==> src/rtl/key_count_disp_if.sv <==
// Key/display bundle between the host side and key_count_disp.
// Master drives keys and controls; slave returns scan and overflow.
interface key_count_disp_if #(
    parameter int N_CH     = 4,
    parameter int N_DIGITS = 6
);
    logic [N_CH-1:0]     key_n;
    logic                up_dn;
    logic                clr;
    logic [7:0]          seg;
    logic [N_DIGITS-1:0] sel;
    logic [N_CH-1:0]     ovf;

    modport master (
        output key_n, up_dn, clr,
        input  seg, sel, ovf
    );

    modport slave (
        input  key_n, up_dn, clr,
        output seg, sel, ovf
    );
endinterface

==> src/rtl/key_count_disp.sv <==
// Multi-channel BCD key-press counter with multiplexed 7-segment scan.
// Optional KEY_DISP_DP_EN lights the dp of the most recently pressed channel.
module key_count_disp #(
    parameter int N_CH       = 4,
    parameter int CNT_DIGITS = 1,
    parameter int N_DIGITS   = 6,
    parameter int SCAN_DIV   = 65536
) (
    input logic              clk,
    input logic              rst,
    key_count_disp_if.slave  bus
);
    localparam int PW = $clog2(SCAN_DIV);
    localparam int IW = (N_DIGITS > 1) ? $clog2(N_DIGITS) : 1;
    localparam int NU = N_CH * CNT_DIGITS;

    if (NU > N_DIGITS) begin : g_cfg_err
        $error("key_count_disp: N_CH*CNT_DIGITS exceeds N_DIGITS");
    end

    typedef logic [CNT_DIGITS-1:0][3:0] bcd_t;

    logic [N_CH-1:0]                  key_q;
    logic [N_CH-1:0]                  ev;
    bcd_t [N_CH-1:0]                  cnt;
    bcd_t [N_CH-1:0]                  nxt;
    logic [N_CH-1:0]                  wrap;
    logic [N_CH-1:0]                  ovf_q;
    logic [PW-1:0]                    pre;
    logic [IW-1:0]                    dig;
    logic [IW-1:0]                    nxt_idx;
    logic [N_DIGITS-1:0]              sel_q;
    logic [7:0]                       seg_q;
    logic [7:0]                       seg_nxt;
    logic                             dp_lit;

    // Returns {wrap, value}; a carry/borrow out of the top digit is a wrap.
    function automatic logic [4*CNT_DIGITS:0] bcd_step(input bcd_t v,
                                                       input logic up);
        bcd_t r;
        logic c;
        r = v;
        c = 1'b1;
        for (int k = 0; k < CNT_DIGITS; k++) begin
            if (c) begin
                if (up) begin
                    if (v[k] == 4'd9) r[k] = 4'd0;
                    else begin
                        r[k] = v[k] + 4'd1;
                        c    = 1'b0;
                    end
                end else begin
                    if (v[k] == 4'd0) r[k] = 4'd9;
                    else begin
                        r[k] = v[k] - 4'd1;
                        c    = 1'b0;
                    end
                end
            end
        end
        return {c, r};
    endfunction

    function automatic logic [7:0] seg7(input logic [3:0] d);
        logic [7:0] s;
        unique case (d)
            4'd0:    s = 8'h03;
            4'd1:    s = 8'h9F;
            4'd2:    s = 8'h25;
            4'd3:    s = 8'h0D;
            4'd4:    s = 8'h99;
            4'd5:    s = 8'h49;
            4'd6:    s = 8'h41;
            4'd7:    s = 8'h1F;
            4'd8:    s = 8'h01;
            4'd9:    s = 8'h09;
            default: s = 8'hFF;
        endcase
        return s;
    endfunction

    assign ev = ~bus.key_n & key_q;

    always_comb begin
        logic [4*CNT_DIGITS:0] res;
        wrap = '0;
        nxt  = '0;
        res  = '0;
        for (int i = 0; i < N_CH; i++) begin
            res     = bcd_step(cnt[i], bus.up_dn);
            wrap[i] = res[4*CNT_DIGITS];
            nxt[i]  = res[4*CNT_DIGITS-1:0];
        end
    end

`ifdef KEY_DISP_DP_EN
    localparam int LW = (N_CH > 1) ? $clog2(N_CH) : 1;
    logic          last_v;
    logic [LW-1:0] last_i;
    logic [LW-1:0] ev_idx;

    always_comb begin
        ev_idx = '0;
        for (int i = N_CH - 1; i >= 0; i--) begin
            if (ev[i]) ev_idx = LW'(i);
        end
    end

    always_ff @(posedge clk or posedge rst) begin
        if (rst) begin
            last_v <= 1'b0;
            last_i <= '0;
        end else if (bus.clr) begin
            last_v <= 1'b0;
        end else if (|ev) begin
            last_v <= 1'b1;
            last_i <= ev_idx;
        end
    end
`endif

    always_ff @(posedge clk or posedge rst) begin
        if (rst) begin
            key_q <= '1;
            cnt   <= '0;
            ovf_q <= '0;
        end else begin
            key_q <= bus.key_n;
            if (bus.clr) begin
                cnt   <= '0;
                ovf_q <= '0;
            end else begin
                ovf_q <= ev & wrap;
                for (int i = 0; i < N_CH; i++) begin
                    if (ev[i]) cnt[i] <= nxt[i];
                end
            end
        end
    end

    assign nxt_idx = (dig == IW'(N_DIGITS - 1)) ? '0 : dig + IW'(1);

    // Segment pattern for the digit that becomes active on the next rotation.
    always_comb begin
        seg_nxt = 8'hFF;
        dp_lit  = 1'b0;
        for (int c = 0; c < N_CH; c++) begin
            for (int k = 0; k < CNT_DIGITS; k++) begin
                if (c * CNT_DIGITS + k == int'(nxt_idx)) begin
                    seg_nxt = seg7(cnt[c][k]);
`ifdef KEY_DISP_DP_EN
                    dp_lit  = last_v && (k == 0) && (int'(last_i) == c);
`endif
                end
            end
        end
        seg_nxt[0] = seg_nxt[0] & ~dp_lit;
    end

    always_ff @(posedge clk or posedge rst) begin
        if (rst) begin
            pre   <= '0;
            dig   <= '0;
            sel_q <= N_DIGITS'(1);
            seg_q <= 8'hFF;
        end else if (pre == PW'(SCAN_DIV - 1)) begin
            pre   <= '0;
            dig   <= nxt_idx;
            sel_q <= N_DIGITS'(1) << nxt_idx;
            seg_q <= seg_nxt;
        end else begin
            pre   <= pre + PW'(1);
        end
    end

    assign bus.seg = seg_q;
    assign bus.sel = sel_q;
    assign bus.ovf = ovf_q;
endmodule

==> src/flat_wrapper.sv <==
// flat-port wrapper written by rule: the top's interface ports become plain ports
module key_count_disp_flat 
#(
    parameter int N_CH       = 4,
    parameter int CNT_DIGITS = 1,
    parameter int N_DIGITS   = 6,
    parameter int SCAN_DIV   = 65536
)
  (clk, rst, bus_key_n, bus_up_dn, bus_clr, bus_seg, bus_sel, bus_ovf);
  key_count_disp_if #(.N_CH(N_CH), .N_DIGITS(N_DIGITS)) bus_i ();
  input logic clk;
  input logic rst;
  input wire logic [$bits(bus_i.key_n)-1:0] bus_key_n;
  input wire logic [$bits(bus_i.up_dn)-1:0] bus_up_dn;
  input wire logic [$bits(bus_i.clr)-1:0] bus_clr;
  output wire logic [$bits(bus_i.seg)-1:0] bus_seg;
  output wire logic [$bits(bus_i.sel)-1:0] bus_sel;
  output wire logic [$bits(bus_i.ovf)-1:0] bus_ovf;
  assign bus_i.key_n = bus_key_n;
  assign bus_i.up_dn = bus_up_dn;
  assign bus_i.clr = bus_clr;
  assign bus_seg = bus_i.seg;
  assign bus_sel = bus_i.sel;
  assign bus_ovf = bus_i.ovf;
  key_count_disp #(.N_CH(N_CH), .CNT_DIGITS(CNT_DIGITS), .N_DIGITS(N_DIGITS), .SCAN_DIV(SCAN_DIV)) u_core (.clk(clk), .rst(rst), .bus(bus_i));
endmodule
==> config.mk <==
export PLATFORM = sky130hd
export DESIGN_NAME = key_count_disp_flat
export DESIGN_NICKNAME = d
export VERILOG_FILES = /design/src/rtl/key_count_disp_if.sv /design/src/rtl/key_count_disp.sv /design/src/flat_wrapper.sv
export SDC_FILE = /design/constraint.sdc
export NUM_CORES = 1
export LEC_CHECK = 0
export BUFFER_PORTS_ARGS = -buffer_cell sky130_fd_sc_hd__buf_2
export CAP_MARGIN = 5
export CORE_MARGIN = 10
export CORE_UTILIZATION = 50
export CTS_CLUSTER_SIZE = 10
export DETAILED_ROUTE_END_ITERATION = 8
export PLACE_DENSITY = 0.68
export RECOVER_POWER = 25
export SYNTH_ARGS = -nofsm -noshare
export SYNTH_HDL_FRONTEND = slang
export SYNTH_SLANG_ARGS = --single-unit
==> constraint.sdc <==
create_clock -name clk -period 2.55 [get_ports clk]
set_clock_uncertainty 0.05 [all_clocks]
set_input_delay 0.51 -clock clk [delete_from_list [all_inputs] [get_ports clk]]
set_output_delay 0.51 -clock clk [all_outputs]
set_load 0.01 [all_outputs]
# After elaboration in Yosys (flattened, before gate mapping)
# Memories as Yosys holds them, arrays and structs flattened.
# Index checks and enable logic that the tools add are counted.
# word_totals
ff_bits,57
rom_bits,448
output_inout_bits,18
memories,4
# mem_list
name,depth,word_bits,rd,rd_ports_with_merged_regs,wr,line,source
(name not given),16,7,1,0,0,key_count_disp.sv:66,unique case (d)
(name not given),16,7,1,0,0,key_count_disp.sv:66,
(name not given),16,7,1,0,0,key_count_disp.sv:66,
(name not given),16,7,1,0,0,key_count_disp.sv:66,
# op_classes
addsub,10
eq_ne,9
n_shift,1
muxes,36
bitwise_logic,3
n_reduce_logical,9
# ops
cell,count
4-bit 2-to-1 mux,17
16-bit 2-to-1 mux,2
8-bit 2-to-1 mux,4
"16-bit by 1-bit adder with 16-bit output, second input constant",1
"4-bit by 1-bit adder with 4-bit output, second input constant",4
"16-bit == test, second input constant",1
"4-bit == test, second input constant",4
4-bit zero test,4
"4-bit by 1-bit subtractor with 4-bit output, second input constant",4
1-bit 2-to-1 mux,12
4-bit bitwise AND,2
2-bit nonzero test,4
"3-bit == test, first input constant",2
"1-bit by 3-bit left shift with 6-bit output, first input constant",1
4-bit NOT,1
"3-bit by 1-bit adder with 3-bit output, second input constant",1
"2-bit by 3-bit == test with 1-bit output, first input constant",1
"3-bit == test, second input constant",1
3-bit zero test,1
3-bit 2-to-1 mux,1

# Longest topological paths before layout
# Gate-level depths: netlist of the first run.
# depth
depth_word,7
ltp_mapped,8
depth_no_buf,7

# Worst setup path before layout of the first run
# No wires, ideal clock.
# synth_path
kind,register to register
startpoint,reg u_core.cnt[13] in the netlist's numbering
endpoint,reg u_core.cnt[13] in the netlist's numbering
setup_time_ns,0.121
arrival_time_ns,1.711
required_time_ns,2.379
path_slack_ns,0.669
path_stages_with_launch,8
n_path_buf,1
cell_sequence,dfrtp_1 clkbuf_1 inv_1 ha_1 or3b_2 a21oi_1 nor3_1 a22o_1
# synth_via
elab_chain_cells,5
elab_cells_between_ends,9
# synth_rtl
element,line,source
from (decl),key_count_disp.sv:25,bcd_t [N_CH-1:0] cnt;
"from (signal, indexed assignment)",key_count_disp.sv:135,if (ev[i]) cnt[i] <= nxt[i];
"4-bit by 1-bit subtractor with 4-bit output, or another cell as far along",key_count_disp.sv:55,r[k] = v[k] - 4'd1;
"4-bit 2-to-1 mux, on equally long branches","key_count_disp.sv:53, key_count_disp.sv:47",
4-bit 2-to-1 mux (*),key_count_disp.sv:46,if (up) begin
4-bit 2-to-1 mux (*),key_count_disp.sv:135,
16-bit 2-to-1 mux (*),key_count_disp.sv:129,if (bus.clr) begin
# Mark *: on every way between the ends. The rest lies on a longest branch, timed or not. The select of a mux whose other input is x is not followed.
# A chain may end at the register's enable or synchronous reset.

# Final worst setup path of the first run
# layout_path
startpoint,reg u_core.pre[0]
endpoint,reg u_core.dig[1]
# layout_via
elab_chain_cells,1
# layout_rtl
element,line,source
from (decl),key_count_disp.sv:29,logic [PW-1:0] pre;
from (signal assigned),key_count_disp.sv:172,pre <= pre + PW'(1);
16-bit == test,key_count_disp.sv:166,end else if (pre == PW'(SCAN_DIV - 1)) begin
to (signal assigned),key_count_disp.sv:168,dig <= nxt_idx;
to (decl),key_count_disp.sv:30,logic [IW-1:0] dig;
# Every way passes these cells.

==> out/metrics.cfg, run 1 <==
[run_status]
outcome=complete, no violations

[worst_setup_path]
required_ps=2710
cp_top_family=simple AND/OR/NAND/NOR gates
slowest_delay_ps=410
cp_num_cells=7
reg2reg_depth=7
cp-startpoint=u_core.pre[0]
arrival_ps=2220
worst_setup_path_end_kind=flop
r2r_start=u_core.pre[0]
path_class=flop to flop
slowest_stage=dfrtp_1
crit_chain=ha_1, and4_1, nand4_4, nor3_4, buf_4, nand2_2, mux2_1
worstPathMaxFanout=20
startpoint_type=flop
cp_num_buf_inv=1

[grt]
grt_use_total_pct=14.2
grt_pass1_wl_um=13500
grt_max_degree=57
grt_pass1_vias=2769
grt_antenna_before_repair=0
grt_overflow=0

[clock_network]
clock_sinks=56
clk_pin_slew_ps=110
cts_buffers=5
hold_buffers=0
post_cts_resized=0
cts_max_path_buffers=2
tritoncts=yes
htreeDepth=2
clock_latency_ps=320
post_cts_buffers=0
root_buffer=clkbuf_8

[synthesis]
async_flop_share_pct=100
seq_area_frac_synth_pct=38.7
yosys_register_bits=56
synth_most_common_cell=dfrtp_1
synth.avg_cell_area_um2=8.72
synth_top_area_share_pct=30.1
yosysWarningCount=0
synthTopCellsByArea=dfrtp_1, dfstp_2, ha_1
synth_edf_count=0
synth_top_area_cell=dfrtp_1
synth_ff_type=dfrtp_1
syn_nets=452
synth_common_cells=dfrtp_1, a21oi_1, nand2_1, nor2_1, o21ai_0
ys_types=58
syn-cell-area_mm2=0.00366
syn_inst=420

[timing]
fin_crit_ps=2060
drv_slew=0
min_period_over_period_pct=80.8
fmax_ghz=0.485
max_slew.worst_pin.slew_ps=1400
rsz0062_at_grt=false
hold_viol=0
max_slew_margin_pct=6.57
finalSetupViolCount=0
fin_tns_setup_ps=0

[placed_design]
dp_cells=525
port_buffers=24
hpwl_um=5800
gp_congestion=0.883

[die]
boundaryPins=26
die_h_um=106
die_x_um=106
start_util_pct=51.0
row_count=31
die-area_mm2=0.0111
core_area_mm2=0.00718

[routing]
drt-pass1-iter-count=4
vias=3001
viasPerCell=5.63
first_iter_violations=184
route.detailed.drc=0
wl_um=7920
routedWlPerCell_um=14.9
drtAntennaViolNets=0

[finish]
n_antenna_cell=0
fillerInstances=656
syn_to_final_growth_pct=7.17
final_layout_size_suffix_gt1_share_pct=12.4
finalNonFillerCells=533
final_nets=465

[pwr]
powerDensity_mw_per_mm2=447
power_leakage_nw=1.70
ir_worst_vdd_mv=0.197

[worst_hold_path]
hold_depth=1
min_path_type=input port to flop
worstHoldStart=bus_key_n[2]

[job]
cap_violations=0

## area by class of cell
| class | instances | area (um^2) | share of cell area (%) |
|---|---|---|---|
| clock buffer | 5 | 68.8 | 1.75 |
| clock inverter | 3 | 27.5 | 0.701 |
| inverter | 27 | 101 | 2.58 |
| multi-input combinational | 314 | 2040 | 51.9 |
| sequential | 56 | 1420 | 36.1 |
| tap | 99 | 124 | 3.16 |
| timing repair buffer | 29 | 150 | 3.83 |
## worst paths after layout
check | slack [ps] | to
worst max-delay path | 490 | u_core.dig[1]
worst min-delay path | 220 | u_core.key_q[2]
worst max register to register | 490 | u_core.dig[1]
worst min register to register | 430 | u_core.pre[10]
max in group asynchronous | 1020 | u_core.bus.ovf[2]
min in group asynchronous | 600 | u_core.pre[2]
## registers in the layout, indices dropped and copies added (netlist names)
name            flops
u_core.cnt         16
u_core.pre         16
u_core.bus.seg      7
u_core.bus.sel      6
u_core.bus.ovf      4
u_core.key_q        4
u_core.dig          3
## cells in the final DEF (no fill, tap or decap), types with 3 or more instances in the layout
cell type,instances
dfstp_2,12
a211oi_1,3
o21ai_0,29
inv_1,25
mux2_1,3
nand4_1,5
clkbuf_8,5
mux2_2,3
xnor2_1,14
o31ai_1,4
xor2_1,11
nor2_1,34
dfrtp_1,44
and2_1,7
o22ai_1,3
o211ai_1,6
nand2b_1,6
o21a_1,3
clkbuf_1,4
nor3_1,10
ha_1,24
a22o_1,3
nand3_1,15
o21bai_1,4
nand2_1,34
a21oi_1,34
buf_4,4
buf_2,20
nor2b_1,11
or3_1,3
nor3b_1,5
a31oi_1,9
## per-stage QoR
| step | util, % | setup slack [ps] | hold WS, ps | instance area (um^2) | power [mW] |
|---|---|---|---|---|---|
| after detailed placement | 53.6 | 487 | 416 | 3850 | 1.25 |
| after floorplan | - | 639 | 389 | 3660 | 1.18 |
| after global placement | 53.6 | 549 | 407 | 3850 | 1.24 |
| after global routing | 54.7 | 275 | 230 | 3930 | 1.85 |
| final | 54.7 | 489 | 224 | 3930 | 1.76 |
| after CTS | 55.0 | 480 | 189 | 3950 | 1.78 |
## kinds of logic (layout without fill, tap and decap cells)
group	count (synthesis)	in the layout	share of synthesized area (%)
mux	7	7	2.12
fa+ha+maj	24	24	8.20
xor+xnor	25	25	5.98
simple gates	143	143	20.2
compound gates	114	114	19.1
buf+inv	50	64	5.71
other cells	1	1	0.102
flops	56	56	38.7
## where the power goes
group	total (mW)	leakage [nW]	switching, mW	internal [mW]
sequential	0.960	0.717	0.0496	0.911
combinational	0.274	0.934	0.162	0.112
clock	0.522	0.0463	0.319	0.203
## metal layers
metal / up-vias / global-route usage, % / share of wire [%]
met1: 1435 / 20.0 / 48
met4: 0 / 3.09 / 0.88
met5: - / 0 / 0
met2: 61 / 22.0 / 46
li1: 1498 / - / -
met3: 7 / 3.05 / 5.1
Note: power is estimated with default switching activity, not from simulation.
==> run 2: changes to the inputs <==
Settings changed: PLACE_DENSITY 0.68 to 0.71.
Clock period 2.55 ns to 1.8 ns, I/O delays scaled along.
==> run 2 against run 1 <==
  * Power up 43%
  * Final cell count grew 7.9%
  * The run now ends with setup timing left
  * Highest routed layer unchanged
  * Setup slack worse by 520 ps
  * Largest cell class unchanged
  * Via count rose by 4.7%
  * Critical path depth unchanged
==> out/metrics.cfg, run 2 (synthesized netlist as in run 1, its figures left out) <==
[worst_hold_path]
hold_end=u_core.key_q[2]
min_path_type=input port to flop
worstHoldStart=bus_key_n[2]
hold_depth=1  ; unchanged

[finish]
final_cell_mix=dfrtp_1, buf_4, nor2_1, nand2_1, a21oi_1
multi_input_area_mm2=0.00210  ; +3.0%
final_layout_size_suffix_gt1_share_pct=23.5  ; +11 points
syn_to_final_growth_pct=17.8
regArea_mm2=0.00142  ; unchanged
final_util_pct=60.1  ; +5.4 points
n_antenna_cell=0  ; unchanged
finalNonFillerCells=575  ; +7.9%
fillerInstances=631  ; -3.8%
stdcell_area_mm2=0.00431  ; +9.9%
final_nets=507  ; +9.0%
final_common_cell=dfrtp_1

[worst_setup_path]
arrival_ps=1990  ; -230 ps
reg2reg_depth=7  ; unchanged
r2r_start=u_core.pre[0]
startpoint_type=flop
cp_top_family=simple AND/OR/NAND/NOR gates
path_class=flop to flop
crit_chain=ha_2, and4_4, nand4_4, nor3_4, buf_6, nand2_4, mux2_4
worst_setup_path_end_kind=flop
required_ps=1960  ; -750 ps
worstPathMaxFanout=6  ; -70%
regToRegEndpoint=u_core.dig[2]
slowest_delay_ps=380  ; -30 ps
reg2reg_slack_ps=-30  ; -520 ps
slowest_stage=dfrtp_1
cp_num_buf_inv=1  ; unchanged

[timing]
rsz0062_at_grt=true
max_slew_margin_pct=11.5  ; +4.9 points
max_slew.worst_pin.slew_ps=1330  ; -73.8 ps
hold_viol=0  ; unchanged
drv_slew=0  ; unchanged
min_period_over_period_pct=102  ; +21 points
fmax_ghz=0.545  ; +12%
fin_crit_ps=1830  ; -226 ps
finalSetupViolCount=3  ; +3
layout_setup_ws_ps=-34.5  ; -524 ps
whs_ps=73.6  ; -150 ps

[grt]
grt_pass1_vias=3100  ; +12%
grt_pass1_wl_um=14200  ; +5.4%
grt_overflow=0  ; unchanged
grt_use_total_pct=15.1  ; +0.85 points
grt_max_degree=57  ; unchanged
grt_antenna_before_repair=0  ; unchanged

[pwr]
swShare_pct=29.2  ; -1.0 points
ir_worst_vdd_mv=0.355  ; +81%
p_sw_uw=731  ; +38%
power_leakage_nw=1.94  ; +14%
powerDensity_mw_per_mm2=580  ; +30%
p_clk_share_pct=28.0  ; -1.7 points
p_seq_share_pct=53.0  ; -1.7 points
cellInternalPower_mw=1.77  ; +45%
pwr-share-comb_pct=19.0  ; +3.4 points

[die]
die_x_um=106  ; unchanged
die-area_mm2=0.0111  ; unchanged
core_area_mm2=0.00718  ; unchanged
boundaryPins=26  ; unchanged
row_count=31  ; unchanged
die_h_um=106  ; unchanged
start_util_pct=51.0  ; unchanged

[placed_design]
port_buffers=24  ; unchanged
dp_cells=562  ; +7.0%
gp_congestion=0.893  ; +1.1%
hpwl_um=6290  ; +8.4%
place_area_mm2=0.00416  ; +8.0%

[routing]
vias=3141  ; +4.7%
routedWlPerCell_um=14.5  ; -2.2%
wl_um=8360  ; +5.5%
viasPerCell=5.46  ; -3.0%
first_iter_violations=214  ; +16%
route.detailed.drc=0  ; unchanged
drtAntennaViolNets=0  ; unchanged
drt-pass1-iter-count=4  ; unchanged

[clock_network]
tritoncts=yes
cts_max_path_buffers=2  ; unchanged
clock_latency_ps=310  ; about the same
clock_sinks=56  ; unchanged
cts_buffers=5  ; unchanged
clk_pin_slew_ps=100  ; about the same
hold_buffers=0  ; unchanged
root_buffer=clkbuf_8
htreeDepth=2  ; unchanged

[run_status]
violations=setup timing
outcome=finished, violations left

[job]
cap_violations=0  ; unchanged

## run 2: cell types whose count changed in the layout (fill, tap and decap cells not counted), moves of 2 or more
cell,change
inv_2,+4
mux2_4,+5
mux2_1,-3
mux2_2,-2
buf_4,+39
inv_1,-4
a21oi_2,+2
a21oi_1,-2
buf_6,+2
ha_1,-3
ha_2,+3
## run 2: how the worst max path moves through the flow
stage                              start           endpoint  slack (ps)  depth (start not counted)
after CTS                  u_core.pre[0]      u_core.dig[1]           3                          7
after global routing       u_core.pre[0]      u_core.dig[2]        -100                          7
final                      u_core.pre[0]      u_core.dig[2]         -30                          7
after global placement     u_core.pre[1]  u_core.bus.sel[0]          20                          6
after floorplan           u_core.cnt[13]     u_core.cnt[13]         -40                          7
after detailed placement   u_core.pre[0]      u_core.dig[2]         -30                          7
## run 2: layout make-up
class | count | share of cell area [%]
Clock buffer | 6 | 1.68
Clock inverter | 2 | 0.377
Inverter | 27 | 2.35
Multi-Input combinational cell | 314 | 48.6
Sequential cell | 56 | 32.8
Tap cell | 99 | 2.87
Timing Repair Buffer | 71 | 11.3
## run 2: through the flow
stage | power [mW] | worst slack (ps) | setup TNS [ps]
after floorplan | 1.68 | -37.4 | -55.1
after global placement | 1.82 | 16.1 | 0
after detailed placement | 1.83 | -28.7 | -42.3
after CTS | 2.53 | 3.08 | 0
after global routing | 2.64 | -95.1 | -540
final | 2.50 | -34.5 | -70.8
## run 2: power groups by stage
stage	Combinational [mW]	Clock [mW]	Sequential, mW
finish	0.477	0.701	1.33
global route	0.540	0.764	1.33
CTS	0.482	0.724	1.32
detailed placement	0.479	0	1.35
global placement	0.472	0	1.35
floorplan	0.337	0	1.34
## run 2: timing repair
item | CTS | global route
cloned | 0 | 0
buffers inserted | 3 | 2
pin swaps | 2 | 2
resized for setup | 3 | 15
endpoints found under the setup margin | 3 | 17
## run 2: routing by layer
metal,global-route usage (%),wire length [um],vias up
li1,-,-,1581
met1,19.9,3900,1496
met2,24.6,4020,53
met3,2.74,304,11
met4,4.64,132,0
met5,0,0,-
==> run 3: changes to the inputs <==
Settings changed: CORE_MARGIN 10 to 2.
==> run 3 against run 2 <==
  * The flow now finishes without violations
  * Setup slack gained 59 ps
  * Worst hold slack gained 17 ps
  * Via count grew 0.35%
  * Design area shrank 1.2%
  * Non-clock buffer count shrank 3
  * Sequential power is essentially flat
  * First-iteration DRC count shrank 32%
  * Sequential cell count is the same
  * Largest cell class unchanged
==> out/metrics.cfg, run 3 (synthesized netlist as in run 1, its figures left out) <==
[run_status]
outcome=complete, no violations

[grt]
grt_pass1_wl_um=14000  ; -1.8%
grt_overflow=0  ; unchanged
grt_antenna_before_repair=0  ; unchanged
grt_use_total_pct=22.1  ; +7.0 points
grt_max_degree=57  ; unchanged
grt_pass1_vias=3065  ; -1.1%

[worst_setup_path]
crit_chain=ha_2, and4_4, nand4_4, nor3_4, buf_12, nand2_2, mux2_1
regToRegEndpoint=u_core.dig[2]
cp-startpoint=u_core.pre[1]
arrival_ps=1930  ; -60 ps
worst_setup_path_end_kind=flop
required_ps=1960  ; about the same
startpoint_type=flop
path_class=flop to flop
reg2reg_depth=7  ; unchanged
worstSetupEndpoint=u_core.dig[2]
slowest_delay_ps=360  ; -20 ps
reg2reg_slack_ps=20  ; +60 ps
worstPathMaxFanout=10  ; +4
slowest_stage=dfrtp_1
r2r_start=u_core.pre[1]

[worst_hold_path]
min_path_type=input port to flop

[finish]
multi_input_area_mm2=0.00206  ; -1.6%
n_antenna_cell=0  ; unchanged
final_cell_mix=dfrtp_1, buf_4, nor2_1, nand2_1, a21oi_1
fillerInstances=647  ; +2.5%
final_util_pct=59.4  ; -0.75 points
regArea_mm2=0.00142  ; unchanged
final_nets=504  ; -0.59%
final_common_cell=dfrtp_1
syn_to_final_growth_pct=16.3
final_layout_size_suffix_gt1_share_pct=22.4  ; -1.1 points
stdcell_area_mm2=0.00426  ; -1.2%

[timing]
fmax_ghz=0.563  ; +3.3%
rsz0062_at_grt=true
drv_slew=0  ; unchanged
max_slew_margin_pct=7.03  ; -4.5 points
min_period_over_period_pct=98.6  ; -3.3 points
finalSetupViolCount=0  ; -3
hold_viol=0  ; unchanged
fin_crit_ps=1780  ; -59.1 ps
max_slew.worst_pin.slew_ps=1390  ; +66.9 ps

[placed_design]
gp_congestion=0.913  ; +2.3%
place_area_mm2=0.00415  ; -0.18%
hpwl_um=6320  ; +0.41%
port_buffers=24  ; unchanged

[routing]
drtAntennaViolNets=0  ; unchanged
first_iter_violations=145  ; -32%
wl_um=8320  ; -0.51%
drt-pass1-iter-count=4  ; unchanged
viasPerCell=5.51  ; +0.88%
vias=3152  ; +0.35%
route.detailed.drc=0  ; unchanged
routedWlPerCell_um=14.5  ; about the same

[pwr]
cellInternalPower_mw=1.77  ; +0.10%
powerDensity_mw_per_mm2=596  ; +2.6%
p_sw_uw=763  ; +4.4%
ir_worst_vdd_mv=0.269  ; -24%
power_leakage_nw=1.90  ; -2.0%
p_clk_share_pct=28.8  ; +0.8 points
p_seq_share_pct=52.2  ; -0.8 points
pwr-share-comb_pct=19.1  ; about the same
swShare_pct=30.1  ; +0.88 points

[die]
row_count=31  ; unchanged
die-area_mm2=0.00803  ; -28%
boundaryPins=26  ; unchanged
start_util_pct=51.0  ; unchanged
die_h_um=89.6  ; -15%
die_x_um=89.6  ; -15%
core_area_mm2=0.00718  ; unchanged

[clock_network]
tritoncts=yes
clk_pin_slew_ps=110  ; about the same
clock_latency_ps=320  ; about the same
cts_buffers=5  ; unchanged
htreeDepth=2  ; unchanged
root_buffer=clkbuf_8
clock_sinks=56  ; unchanged
cts_max_path_buffers=2  ; unchanged

[job]
cap_violations=0  ; unchanged

[run 3: worst min-delay path by stage]
stage                             from  slack (ps)              end  cells past startpoint
after floorplan           bus_key_n[0]         310  u_core.key_q[0]                      0
after global placement             rst         380   u_core.cnt[15]                      3
after detailed placement           rst         390   u_core.cnt[12]                      3
after CTS                          rst          40   u_core.cnt[12]                      3
after global routing      bus_key_n[2]          80  u_core.key_q[2]                      1
final                     bus_key_n[0]          90  u_core.key_q[0]                      1
[run 3: power by group through the flow]
stage	registers (mW)	clock network, mW	logic [mW]
finish	1.32	0.730	0.484
global route	1.33	0.812	0.548
CTS	1.32	0.759	0.488
detailed placement	1.35	0	0.485
global placement	1.34	0	0.471
floorplan	1.34	0	0.337
[run 3: cell type report]
class | instances | area share, %
clock inverter | 3 | 0.587
multi-input combinational | 314 | 48.5
inverter | 27 | 2.38
tap | 99 | 2.91
clock buffer | 5 | 1.62
timing repair buffer | 68 | 10.8
sequential | 56 | 33.2
[run 3: per-stage QoR]
stage	cells	TNS, ps	hold WS, ps	setup slack (ps)	power [mW]
detailed placement	561	-9.25	389	-5.29	1.83
CTS	570	0	41.4	3.02	2.57
global route	572	-441	78.5	-77.2	2.69
floorplan	420	-55.1	314	-37.4	1.68
global placement	561	0	383	37.1	1.82
finish	572	0	90.3	24.7	2.54
[run 3: critical path: cells and delay by family (launching register included)]
kind,cells,cell delay [ps]
simple gates,4,640
fa+ha+maj,1,180
flops,1,360
buf+inv,1,150
mux,1,310
[run 3: metal layers]
layer  vias up  track usage [%]  wire (um)
met3         9             2.93        337
met5         -                0          0
li1       1568                -          -
met2        67             37.1       4040
met4         0             5.97         94
met1      1508             30.0       3840
[run 3: what timing repair did]
item / 4_1_cts / 5_1_grt
cloned: 0 / 0
pin swaps: 1 / 1
gates resized for setup: 0 / 8
setup buffers: 1 / 2
hold buffers: 0 / 0
setup endpoints to repair: 2 / 23
